==> src/rtl/neighbor_window_scan.sv <==
// Row-major scanner presenting each cell plus its 8 neighbours; windows are combinational from registered counters.
// One window per cycle; while valid & ~ready the counters, and therefore the window, hold.
module neighbor_window_scan #(
  parameter int ROWS = 8,
  parameter int COLS = 8,
  parameter int RW   = $clog2(ROWS),
  parameter int CW   = $clog2(COLS)
) (
  input  logic          clk,
  input  logic          reset_n,
  input  logic          wr_en,
  input  logic [RW-1:0] wr_row,
  input  logic [COLS-1:0] wr_data,
  input  logic          start,
  input  logic          ready,
  output logic          valid,
  output logic [RW-1:0] cell_row,
  output logic [CW-1:0] cell_col,
  output logic          self,
  output logic          l,
  output logic          la,
  output logic          a,
  output logic          ra,
  output logic          r,
  output logic          rb,
  output logic          b,
  output logic          lb,
  output logic          busy,
  output logic          done
);

  typedef enum logic [1:0] {IDLE, SCAN, DONE} state_t;

  state_t state, state_nxt;
  logic [ROWS-1:0][COLS-1:0] board;
  logic last_col, last_row, accept;

  assign last_col = (cell_col == CW'(COLS - 1));
  assign last_row = (cell_row == RW'(ROWS - 1));
  assign accept   = (state == SCAN) && ready;

  always_ff @(posedge clk or negedge reset_n) begin
    if (!reset_n) state <= IDLE;
    else          state <= state_nxt;
  end

  always_comb begin
    state_nxt = state;
    case (state)
      IDLE:    if (start) state_nxt = SCAN;
      SCAN:    if (accept && last_col && last_row) state_nxt = DONE;
      DONE:    state_nxt = IDLE;
      default: state_nxt = IDLE;
    endcase
  end

  always_comb begin
    valid = 1'b0;
    busy  = 1'b0;
    done  = 1'b0;
    case (state)
      SCAN: begin
        valid = 1'b1;
        busy  = 1'b1;
      end
      DONE:    done = 1'b1;
      default: ;
    endcase
  end

  // Counters return to (0,0) after the last cell so DONE/IDLE present a deterministic window.
  always_ff @(posedge clk or negedge reset_n) begin
    if (!reset_n) begin
      cell_row <= '0;
      cell_col <= '0;
    end else if (state == IDLE && start) begin
      cell_row <= '0;
      cell_col <= '0;
    end else if (accept) begin
      if (last_col) begin
        cell_col <= '0;
        cell_row <= last_row ? '0 : cell_row + RW'(1);
      end else begin
        cell_col <= cell_col + CW'(1);
      end
    end
  end

  always_ff @(posedge clk or negedge reset_n) begin
    if (!reset_n) begin
      board <= '0;
    end else if (state == IDLE && wr_en && int'(wr_row) < ROWS) begin
      board[wr_row] <= wr_data;
    end
  end

  logic [COLS-1:0] row_above, row_cur, row_below;
  logic [CW-1:0]   col_left, col_right;
  logic            has_left, has_right;

  always_comb begin
    row_cur   = board[cell_row];
    row_above = (cell_row != '0) ? board[cell_row - RW'(1)] : '0;
    row_below = last_row ? '0 : board[cell_row + RW'(1)];
    col_left  = cell_col - CW'(1);
    col_right = cell_col + CW'(1);
    has_left  = (cell_col != '0);
    has_right = !last_col;

    self = row_cur[cell_col];
    l    = has_left  & row_cur[col_left];
    la   = has_left  & row_above[col_left];
    a    = row_above[cell_col];
    ra   = has_right & row_above[col_right];
    r    = has_right & row_cur[col_right];
    rb   = has_right & row_below[col_right];
    b    = row_below[cell_col];
    lb   = has_left  & row_below[col_left];
  end

endmodule
==> config.mk <==
export PLATFORM = sky130hd
export DESIGN_NAME = neighbor_window_scan
export DESIGN_NICKNAME = d
export VERILOG_FILES = /design/src/rtl/neighbor_window_scan.sv
export SDC_FILE = /design/constraint.sdc
export NUM_CORES = 1
export LEC_CHECK = 0
export CAP_MARGIN = 20
export CORE_ASPECT_RATIO = 1.25
export CORE_MARGIN = 1
export CORE_UTILIZATION = 54
export CTS_CLUSTER_DIAMETER = 120
export CTS_CLUSTER_SIZE = 16
export DETAILED_ROUTE_END_ITERATION = 16
export PLACE_DENSITY = 0.7
export SKIP_LAST_GASP = 1
export SLEW_MARGIN = 20
export SYNTH_ARGS = -nofsm -noshare
export SYNTH_HDL_FRONTEND = slang
export SYNTH_SLANG_ARGS = --single-unit
export TNS_END_PERCENT = 1
==> constraint.sdc <==
create_clock -name clk -period 8.7 [get_ports clk]
set_input_delay 2.61 -clock clk [delete_from_list [all_inputs] [get_ports clk]]
set_output_delay 2.61 -clock clk [all_outputs]
set_load 0.02 [all_outputs]
# [After elaboration in Yosys (flattened, before gate mapping)]
# Cells that the tools add are included.
[totals] ff_bits=72 input_bits=16 output_inout_bits=18
[op_classes] add_sub_neg=4 n_lt_le_gt_ge=8 n_eq_ne=6 mux=41 bitwise_logic=6 reduce_logical=14
[op_table] cell="$bmux W8 S3" n=3
[op_table] cell="$bwmux W64" n=1
[op_table] cell="$mux W8" n=6
[op_table] cell="$lt A3 B4 Y1 const B" n=7
[op_table] cell="$bmux W1 S3" n=9
[op_table] cell="$demux W8 S3" n=1
[op_table] cell="$mux W3" n=7
[op_table] cell="$mux W1" n=11
[op_table] cell="$add A3 B1 Y3 const B" n=2
[op_table] cell="$and A1 B1 Y1" n=6
[op_table] cell="$eq A3 B3 Y1 const B" n=2
[op_table] cell="$logic_and A1 B1 Y1" n=6
[op_table] cell="$reduce_bool A3 Y1" n=2
[op_table] cell="$sub A3 B1 Y3 const B" n=2
[op_table] cell="$mux W2" n=2
[op_table] cell="$pmux W2 S2" n=1
[op_table] cell="$reduce_and A2 Y1" n=2
[op_table] cell="$reduce_bool A2 Y1" n=2
[op_table] cell="$ge A3 B1 Y1 const B" n=1
[op_table] cell="$eq A2 B1 Y1 const B" n=1
[op_table] cell="$eq A2 B2 Y1 const B" n=1
[op_table] cell="$logic_not A2 Y1" n=1
[op_table] cell="$ne A2 B1 Y1 const B" n=1
[op_table] cell="$ne A2 B2 Y1 const B" n=1
[op_table] cell="$logic_not A1 Y1" n=1

# [Longest topological paths before layout]
# Gate-level depths: netlist (run 1).
[depth] ltp_word=7 depth_mapped=11

# [Worst setup path after synthesis (run 1)]
# OpenSTA, ideal clock, no wires.
[synth_timing] path_type="register to output" startpoint="reg cell_row[1]" endpoint="out la" arrival_ns=3.494 required_time_ns=6.090 setup_slack_ns=2.596 stages_incl_launch_ff=11 path_cell_list="dfrtp_1 clkbuf_1 clkbuf_1 inv_1 ha_1 inv_2 clkbuf_1 mux4_2 nor2_1 nor4_1 nor4_1"
[synth_between] elab_chain_cells=7
[synth_lines] element="start, declared" line_no="17" source="output logic [RW-1:0] cell_row,"
[synth_lines] element="start signal, assigned" line_no="82" source="cell_row <= last_row ? '0 : cell_row + RW'(1);"
[synth_lines] element="$sub A3 B1 Y3" line_no="103" source="row_above = (cell_row != '0) ? board[cell_row - RW'(1)] : '0;"
[synth_lines] element="$bmux W8 S3" line_no="103"
[synth_lines] element="$mux W8 (not written as such)" line_no="103"
[synth_lines] element="$mux W8 *" line_no="103"
[synth_lines] element="$bmux W1 S3 *" line_no="112" source="la = has_left & row_above[col_left];"
[synth_lines] element="$mux W1 (not written as such) *" line_no="112"
[synth_lines] element="$and A1 B1 Y1 *" line_no="112"
[synth_lines] element="end, declared" line_no="21" source="output logic la,"
# Every way passes the cells marked *; elsewhere a longest branch is shown, timed or not. The select of a mux whose other input is x is not followed.

# [Worst setup path after layout (run 1)]
[layout_timing] startpoint="reg cell_row[1]" endpoint="out b"
[layout_between] elab_chain_cells=6
[layout_lines] element="$add A3 B1 Y3" line_no="104" source="row_below = last_row ? '0 : board[cell_row + RW'(1)];"
[layout_lines] element="$bmux W8 S3" line_no="104"
[layout_lines] element="$mux W8 (not written as such)" line_no="104"
[layout_lines] element="$mux W8 *" line_no="104"
[layout_lines] element="$bmux W1 S3 *" line_no="117" source="b = row_below[cell_col];"
[layout_lines] element="$mux W1 (not written as such) *" line_no="117"
[layout_lines] element="end, declared" line_no="26" source="output logic b,"
# Marks and branches as above.

==> results of run 1 <==
worst max-delay path, stage by stage, from the launching register on:
cell and delay (ns):
sky130_fd_sc_hd__dfrtp_1 0.36, sky130_fd_sc_hd__buf_4 0.22, sky130_fd_sc_hd__ha_1 0.21, sky130_fd_sc_hd__ha_1 0.83, sky130_fd_sc_hd__mux4_1 0.64, sky130_fd_sc_hd__mux2_2 0.31
sky130_fd_sc_hd__mux4_1 0.50, sky130_fd_sc_hd__nor3b_1 0.15, sky130_fd_sc_hd__a41o_1 0.24, sky130_fd_sc_hd__clkdlybuf4s50_1 0.53
layout make-up:
type	count	area (um2)
clock buffer	10	229
clock inverter	6	68.8
fill	743	3470
inverter	8	30.0
multi-input combinational	298	3160
sequential	72	1800
tap	123	154
timing repair buffer	37	355
per-layer routing:
layer,vias to the layer above,wire [um],GRT usage
li1,1643,-,-
met1,1863,5520,0.371
met2,124,6010,0.420
met3,17,601,0.0396
met4,0,207,0.0929
met5,-,0,0
how the worst max path moves through the flow:
stage,from,endpoint,slack [ns],cells after the start
after floorplan,cell_row[1],la,2.60,10
after global placement,cell_row[1],b,2.17,9
after detailed placement,cell_row[1],b,2.11,9
after CTS,cell_row[1],b,1.73,9
after global routing,cell_row[1],b,1.58,9
final,cell_row[1],b,1.74,9
cell families after synthesis:
| kind of cell | after synthesis |
|---|---|
| AND/OR/NAND/NOR | 88 |
| XOR/XNOR | 4 |
| buffers and inverters | 36 |
| multiplexers | 156 |
| flip-flops | 72 |
| adder cells (fa/ha/maj) | 8 |
| AO/OA/AOI/OAI | 42 |
power by group through the flow:
stage / sequential [W] / combinational (W) / clock, W
global route: 0.000516 / 0.000948 / 0.000386
global placement: 0.000503 / 0.000868 / 0
CTS: 0.000502 / 0.000881 / 0.000375
detailed placement: 0.000508 / 0.000878 / 0
finish: 0.000504 / 0.000889 / 0.000368
floorplan: 0.000468 / 0.000673 / 0
cells in the mapped netlist, types with 2 or more instances:
cell type / n / area share
sky130_fd_sc_hd__a2111oi_0: 9 / 0.015
sky130_fd_sc_hd__a211oi_1: 2 / 0.0029
sky130_fd_sc_hd__a21oi_1: 8 / 0.0077
sky130_fd_sc_hd__a311oi_1: 3 / 0.0051
sky130_fd_sc_hd__and2_1: 2 / 0.0024
sky130_fd_sc_hd__and3_1: 4 / 0.0048
sky130_fd_sc_hd__buf_2: 6 / 0.0058
sky130_fd_sc_hd__buf_6: 2 / 0.0043
sky130_fd_sc_hd__buf_8: 2 / 0.0058
sky130_fd_sc_hd__clkbuf_1: 11 / 0.0079
sky130_fd_sc_hd__clkbuf_8: 4 / 0.011
sky130_fd_sc_hd__dfrtp_1: 72 / 0.35
sky130_fd_sc_hd__ha_1: 8 / 0.019
sky130_fd_sc_hd__inv_1: 5 / 0.0036
sky130_fd_sc_hd__inv_2: 2 / 0.0014
sky130_fd_sc_hd__mux2_2: 76 / 0.16
sky130_fd_sc_hd__mux2i_1: 35 / 0.067
sky130_fd_sc_hd__mux4_1: 17 / 0.086
sky130_fd_sc_hd__mux4_2: 27 / 0.12
sky130_fd_sc_hd__nand2_1: 20 / 0.014
sky130_fd_sc_hd__nand2b_1: 2 / 0.0024
sky130_fd_sc_hd__nand3_1: 4 / 0.0038
sky130_fd_sc_hd__nor2_1: 22 / 0.016
sky130_fd_sc_hd__nor2b_1: 15 / 0.018
sky130_fd_sc_hd__nor3_1: 9 / 0.0087
sky130_fd_sc_hd__nor4_1: 5 / 0.0060
sky130_fd_sc_hd__o21ai_0: 3 / 0.0029
sky130_fd_sc_hd__o221ai_1: 3 / 0.0051
sky130_fd_sc_hd__o41ai_1: 5 / 0.0084
sky130_fd_sc_hd__or3_1: 2 / 0.0024
sky130_fd_sc_hd__xnor2_1: 2 / 0.0034
sky130_fd_sc_hd__xor2_1: 2 / 0.0034
state kept, by name (all words and copies together), names as in the netlist:
signal,flops
board,64
state,2
cell_row,3
cell_col,3
metrics by stage:
stage / cell area, um2 / utilization / setup slack [ns] / total power [W]
4_1_cts: 5800 / 0.626 / 1.73 / 0.00176
5_1_grt: 5800 / 0.626 / 1.58 / 0.00185
3_5_place_dp: 5500 / 0.593 / 2.11 / 0.00139
3_3_place_gp: 5500 / 0.593 / 2.17 / 0.00137
6_report: 5800 / 0.626 / 1.74 / 0.00176
2_1_floorplan: 5200 / - / 2.60 / 0.00114
cell usage in the layout (no fill, tap or decap), types with 2 or more instances in the layout:
cell type and n:
sky130_fd_sc_hd__and2_1 2, sky130_fd_sc_hd__mux4_2 27, sky130_fd_sc_hd__o221ai_1 3, sky130_fd_sc_hd__a311oi_1 3, sky130_fd_sc_hd__nor2b_1 15, sky130_fd_sc_hd__clkinv_4 2
sky130_fd_sc_hd__xor2_1 2, sky130_fd_sc_hd__nand2b_1 2, sky130_fd_sc_hd__inv_1 5, sky130_fd_sc_hd__nor2_1 22, sky130_fd_sc_hd__nand3_1 4, sky130_fd_sc_hd__mux2i_1 35
sky130_fd_sc_hd__xnor2_1 2, sky130_fd_sc_hd__ha_1 8, sky130_fd_sc_hd__dfrtp_1 71, sky130_fd_sc_hd__a211oi_1 2, sky130_fd_sc_hd__a2111oi_0 9, sky130_fd_sc_hd__a21oi_1 8
sky130_fd_sc_hd__nor3_1 9, sky130_fd_sc_hd__mux2_2 76, sky130_fd_sc_hd__mux4_1 17, sky130_fd_sc_hd__o41ai_1 5, sky130_fd_sc_hd__nand2_1 20, sky130_fd_sc_hd__inv_2 2
sky130_fd_sc_hd__clkbuf_16 9, sky130_fd_sc_hd__and3_1 4, sky130_fd_sc_hd__buf_4 4, sky130_fd_sc_hd__clkdlybuf4s50_1 32, sky130_fd_sc_hd__o21ai_0 3, sky130_fd_sc_hd__nor4_1 5
sky130_fd_sc_hd__or3_1 2
==> flow_summary.toml, run 1 <==
[run_status]
status = "completed"

[global_routing]
grt_pass1_vias = 3614
gr-usage-all-layers = 0.264
grt_start_max_net_pins = 74
antenna_found_initial = 0
global_route_wire_length_before_repair_um = 20400
globalRouteOverflowTotal = 0

[synthesis]
synth-xor-area-share = 0.00674
postSynthNetCount = 430
synth.area.mux_share = 0.438
synth-simple-area-share = 0.0830
synth_sequential_area_ratio = 0.346
postSynthCellCount = 406
combinational_family_with_the_most_area_after_synthesis = "multiplexers"
avgSynthCellArea_um2 = 12.8
yosys_warnings = 0
async_set_reset_flop_share_out_of_synthesis = 1.00
synth_compound_gate_area_share = 0.0609
post_synth_num_cell_types = 49
synthAdderAreaFrac = 0.0192
netlist_area_um2 = 5200
synth_edf_count = 0
dominant_register_cell_in_the_synthesized_netlist = "sky130_fd_sc_hd__dfrtp_1"
flop_and_latch_count_out_of_synthesis = 72

[pwr]
vdd.ir_drop.worst_mv = 0.161
power.net_switching_w = 0.000696
fraction_of_power_spent_switching_nets = 0.395
p_leak_nw = 2.40
p_int_w = 0.00107
comb_power_share = 0.505
powerDensity_nw_per_um2 = 304
p_clk_frac = 0.209
power.sequential.fraction = 0.286

[clocking]
path_clk_slew_ns = 0.06
tritoncts_num_sinks = 72
cts.htree.levels = 3
clock_latency_ns = 0.34
cts-root-to-sink-buffers = 2
cts_made_buffers = 9
postCtsHoldBufs = 0
postCtsSetupRepairBufs = 0
root_buffer = "sky130_fd_sc_hd__clkbuf_16"
cts_resized = 0
clock_tree_from_tritoncts = "yes"

[floorplan]
die_w_um = 89.8
initial_utilization = 0.561
io_pins = 34
die_area_um2 = 10000
coreArea_um2 = 9270
die_height_um = 112
row_count = 39

[sta]
rsz0062_at_grt = "no"
setup_viol = 0
hold_ws_ns = 0.548
fin_tns_setup_ns = 0
fin_skew_ns = 0.00662
timing.final.max_slew_violations = 0
worst-slew-pin-transition_ns = 0.995
max_freq_mhz = 144
final_hold_viol_count = 0
final.period_utilization = 0.800
maxSlewHeadroom = 0.334
post_layout_minimum_cycle_time_ns = 6.96

[route]
postRouteAntennaNets = 0
dr_total_vias = 3647
routed_wire_length_per_instance_um = 22.3
drt_pass1_iterations = 5
routed_wire_length_um = 12300
vias_per_inst = 6.58
drc_violations = 0
drt_first_iter_violations = 251

[worst_setup_path]
r2r-end = "cell_col[1]"
worst-endpoint-required_ns = 6.09
r2r_start = "cell_col[0]"
worst-endpoint-arrival_ns = 4.35
timing_worst_setup_path_type = "flop to primary output"
worstSetupStartpointType = "flop"
worst_setup_path_end_kind = "primary output"
ff2ff_path_depth = 6
reg2reg_slack_ns = 6.20
critPathMaxFanout = 20

[placed_design]
dp_hpwl_um = 8860
gpl.final_weighted_congestion = 0.923
io_buffers = 33
dpl.cell_count = 538

[finish]
final_instance_count_excl_fillers = 554
proportion_of_layout_cells_with_a_drive_suffix_above_1 = 0.297
syn2layout_area_growth_pct = 11.5
antenna_cells = 0
nets = 450

[flow_run]
maxCapViolCount = 0

[hold_path]
holdCritStartpoint = "board[45]"
whs_endpoint = "board[45]"
worst_hold_path.num_cells = 1
hold_path_class = "flop to flop"
No activity file was read; power rests on OpenSTA's default activity.
==> run 2, diff against run 1 <==
PLACE_DENSITY = 0.73   (was 0.7)
clock period = 5.6 ns   (was 8.7 ns; I/O delays follow)
==> run 2 against run 1 <==
- sequential power increased by 50%
- clock power rose by 53%
- clock skew shrank 0.0016 ns
- flip-flop and latch count did not move
- sequential share of layout area shrank 0.29 points
- worst hold slack gained 0.0021 ns
- cell count increased by 1.3%
==> flow_summary.toml, run 2 (synthesis gave the netlist of run 1 again) <==
[pwr]
power.total_w = 0.00275
power.net_switching_w = 0.00107
powerDensity_nw_per_um2 = 471
power.sequential.fraction = 0.274
vdd.ir_drop.worst_mv = 0.232
p_leak_nw = 2.43
p_clk_frac = 0.204
comb_power_share = 0.521
fraction_of_power_spent_switching_nets = 0.390
p_int_w = 0.00168

[clocking]
tritoncts_num_sinks = 72
postCtsHoldBufs = 0
clock_tree_from_tritoncts = "yes"
cts-root-to-sink-buffers = 2
cts.htree.levels = 3
postCtsSetupRepairBufs = 0
path_clk_slew_ns = 0.06
clock_latency_ns = 0.34
root_buffer = "sky130_fd_sc_hd__clkbuf_16"
cts_made_buffers = 9

[sta]
max_freq_mhz = 181
fin_tns_setup_ns = 0
rsz0062_at_grt = "yes"
worst-slew-pin-transition_ns = 0.944
final_hold_viol_count = 0
timing.final.max_slew_violations = 0
post_layout_minimum_cycle_time_ns = 5.52
setup_viol = 0
final.period_utilization = 0.987
maxSlewHeadroom = 0.370
fin_skew_ns = 0.00501
hold_ws_ns = 0.550

[route]
drt_pass1_iterations = 5
drt_first_iter_violations = 318
vias_per_inst = 6.66
routed_wire_length_per_instance_um = 22.5
drc_violations = 0
dr_total_vias = 3737
routed_wire_length_um = 12600
postRouteAntennaNets = 0

[finish]
nets = 458
final_common_cell = "sky130_fd_sc_hd__mux2_2"
antenna_cells = 0
finish.utilization = 0.631
number_of_flip_flops_in_the_largest_register = 64
proportion_of_layout_cells_with_a_drive_suffix_above_1 = 0.311
largest_register = "board"
multi_input_comb_area_um2 = 3160
layout.cells.most_common_list = "sky130_fd_sc_hd__mux2_2, sky130_fd_sc_hd__dfrtp_1, sky130_fd_sc_hd__mux2i_1"
fill_cells = 707
area.sequential_um2 = 1800
largest_registers = "board: 64 flops, cell_col: 3 flops, cell_row: 3 flops"
syn2layout_area_growth_pct = 12.5

[worst_setup_path]
ff2ff_path_depth = 6
r2r_start = "cell_col[0]"
worst-endpoint-required_ns = 3.92
reg2reg_slack_ns = 3.58
worst_setup_path_end_kind = "primary output"
worstSetupStartpoint = "cell_row[0]"
critPathMaxFanout = 10
worstSetupStartpointType = "flop"
timing_worst_setup_path_type = "flop to primary output"
worst-endpoint-arrival_ns = 3.84

[flow_run]
maxCapViolCount = 0

[hold_path]
holdCritStartpoint = "board[47]"
worst_hold_path.num_cells = 1
hold_path_class = "flop to flop"

[placed_design]
io_buffers = 33
dp_hpwl_um = 9040
gpl.final_weighted_congestion = 0.929

[floorplan]
io_pins = 34
coreArea_um2 = 9270
die_height_um = 112
initial_utilization = 0.561
row_count = 39
die_w_um = 89.8
die_area_um2 = 10000

[run_status]
status = "completed"

[global_routing]
globalRouteOverflowTotal = 0
antenna_found_initial = 0
grt_start_max_net_pins = 74
gr-usage-all-layers = 0.279
grt_pass1_vias = 3875
global_route_wire_length_before_repair_um = 21300
==> run 2: cell types whose count changed in the layout (fill, tap and decap cells not counted) <==
cell	delta
sky130_fd_sc_hd__a2111oi_1	+1
sky130_fd_sc_hd__ha_2	+1
sky130_fd_sc_hd__ha_1	-1
sky130_fd_sc_hd__clkinvlp_4	+1
sky130_fd_sc_hd__a2111oi_0	-1
sky130_fd_sc_hd__clkinv_4	-1
sky130_fd_sc_hd__buf_4	+8
sky130_fd_sc_hd__inv_6	-1
==> run 2: repair_timing <==
action / CTS / global route
endpoints found under the setup margin: 1 / 3
gates resized for setup: 1 / 1
cloned: 0 / 0
==> run 2: power groups by stage <==
stage                     registers [W]  clock network, W  logic, W
after floorplan                0.000727                 0   0.00105
after global placement         0.000754                 0   0.00140
after detailed placement       0.000762                 0   0.00141
after CTS                      0.000753          0.000571   0.00142
after global routing           0.000775          0.000594   0.00155
final                          0.000756          0.000563   0.00144
==> run 2: per-layer routing <==
metal  track usage  vias to the layer above  part of all wire
li1              -                     1663                 -
met1         0.356                     1886              0.41
met2         0.452                      154              0.49
met3        0.0553                       34             0.054
met4         0.145                        0             0.039
met5             0                        -                 0
==> run 2: critical path, cell delays in order (launching register included) <==
cell and delay (ns):
sky130_fd_sc_hd__dfrtp_2 0.41, sky130_fd_sc_hd__ha_1 0.20, sky130_fd_sc_hd__ha_2 0.50, sky130_fd_sc_hd__buf_4 0.26, sky130_fd_sc_hd__mux4_1 0.56, sky130_fd_sc_hd__mux2_2 0.30
sky130_fd_sc_hd__mux4_1 0.52, sky130_fd_sc_hd__a21o_1 0.20, sky130_fd_sc_hd__clkdlybuf4s50_1 0.53
==> run 2: metrics by stage <==
stage               std cells  instance area (um2)  worst slack (ns)
finish                    561                 5850            0.0753
global route              561                 5850           -0.0128
CTS                       561                 5850            0.0812
detailed placement        546                 5560             0.324
global placement          546                 5560             0.389
floorplan                 406                 5200             0.426
==> run 2: cell type report <==
class                      count  share of cell area
multi-input combinational    298               0.540
clock inverter                 5              0.0100
timing repair buffer          45              0.0710
tap                          123              0.0263
clock buffer                  10              0.0391
sequential                    72               0.308
inverter                       8             0.00513
==> run 2: final timing paths <==
check                                   end
worst max-delay path                     lb
worst max register to register  cell_row[1]
max in group asynchronous         board[15]
min in group asynchronous       cell_col[1]
worst min-delay path              board[47]
worst min register to register    board[47]
==> run 3, diff against run 2 <==
CAP_MARGIN = unset   (was 20)
==> results of run 3 <==
Final layout, timing and power as in run 2 (identical DEF).
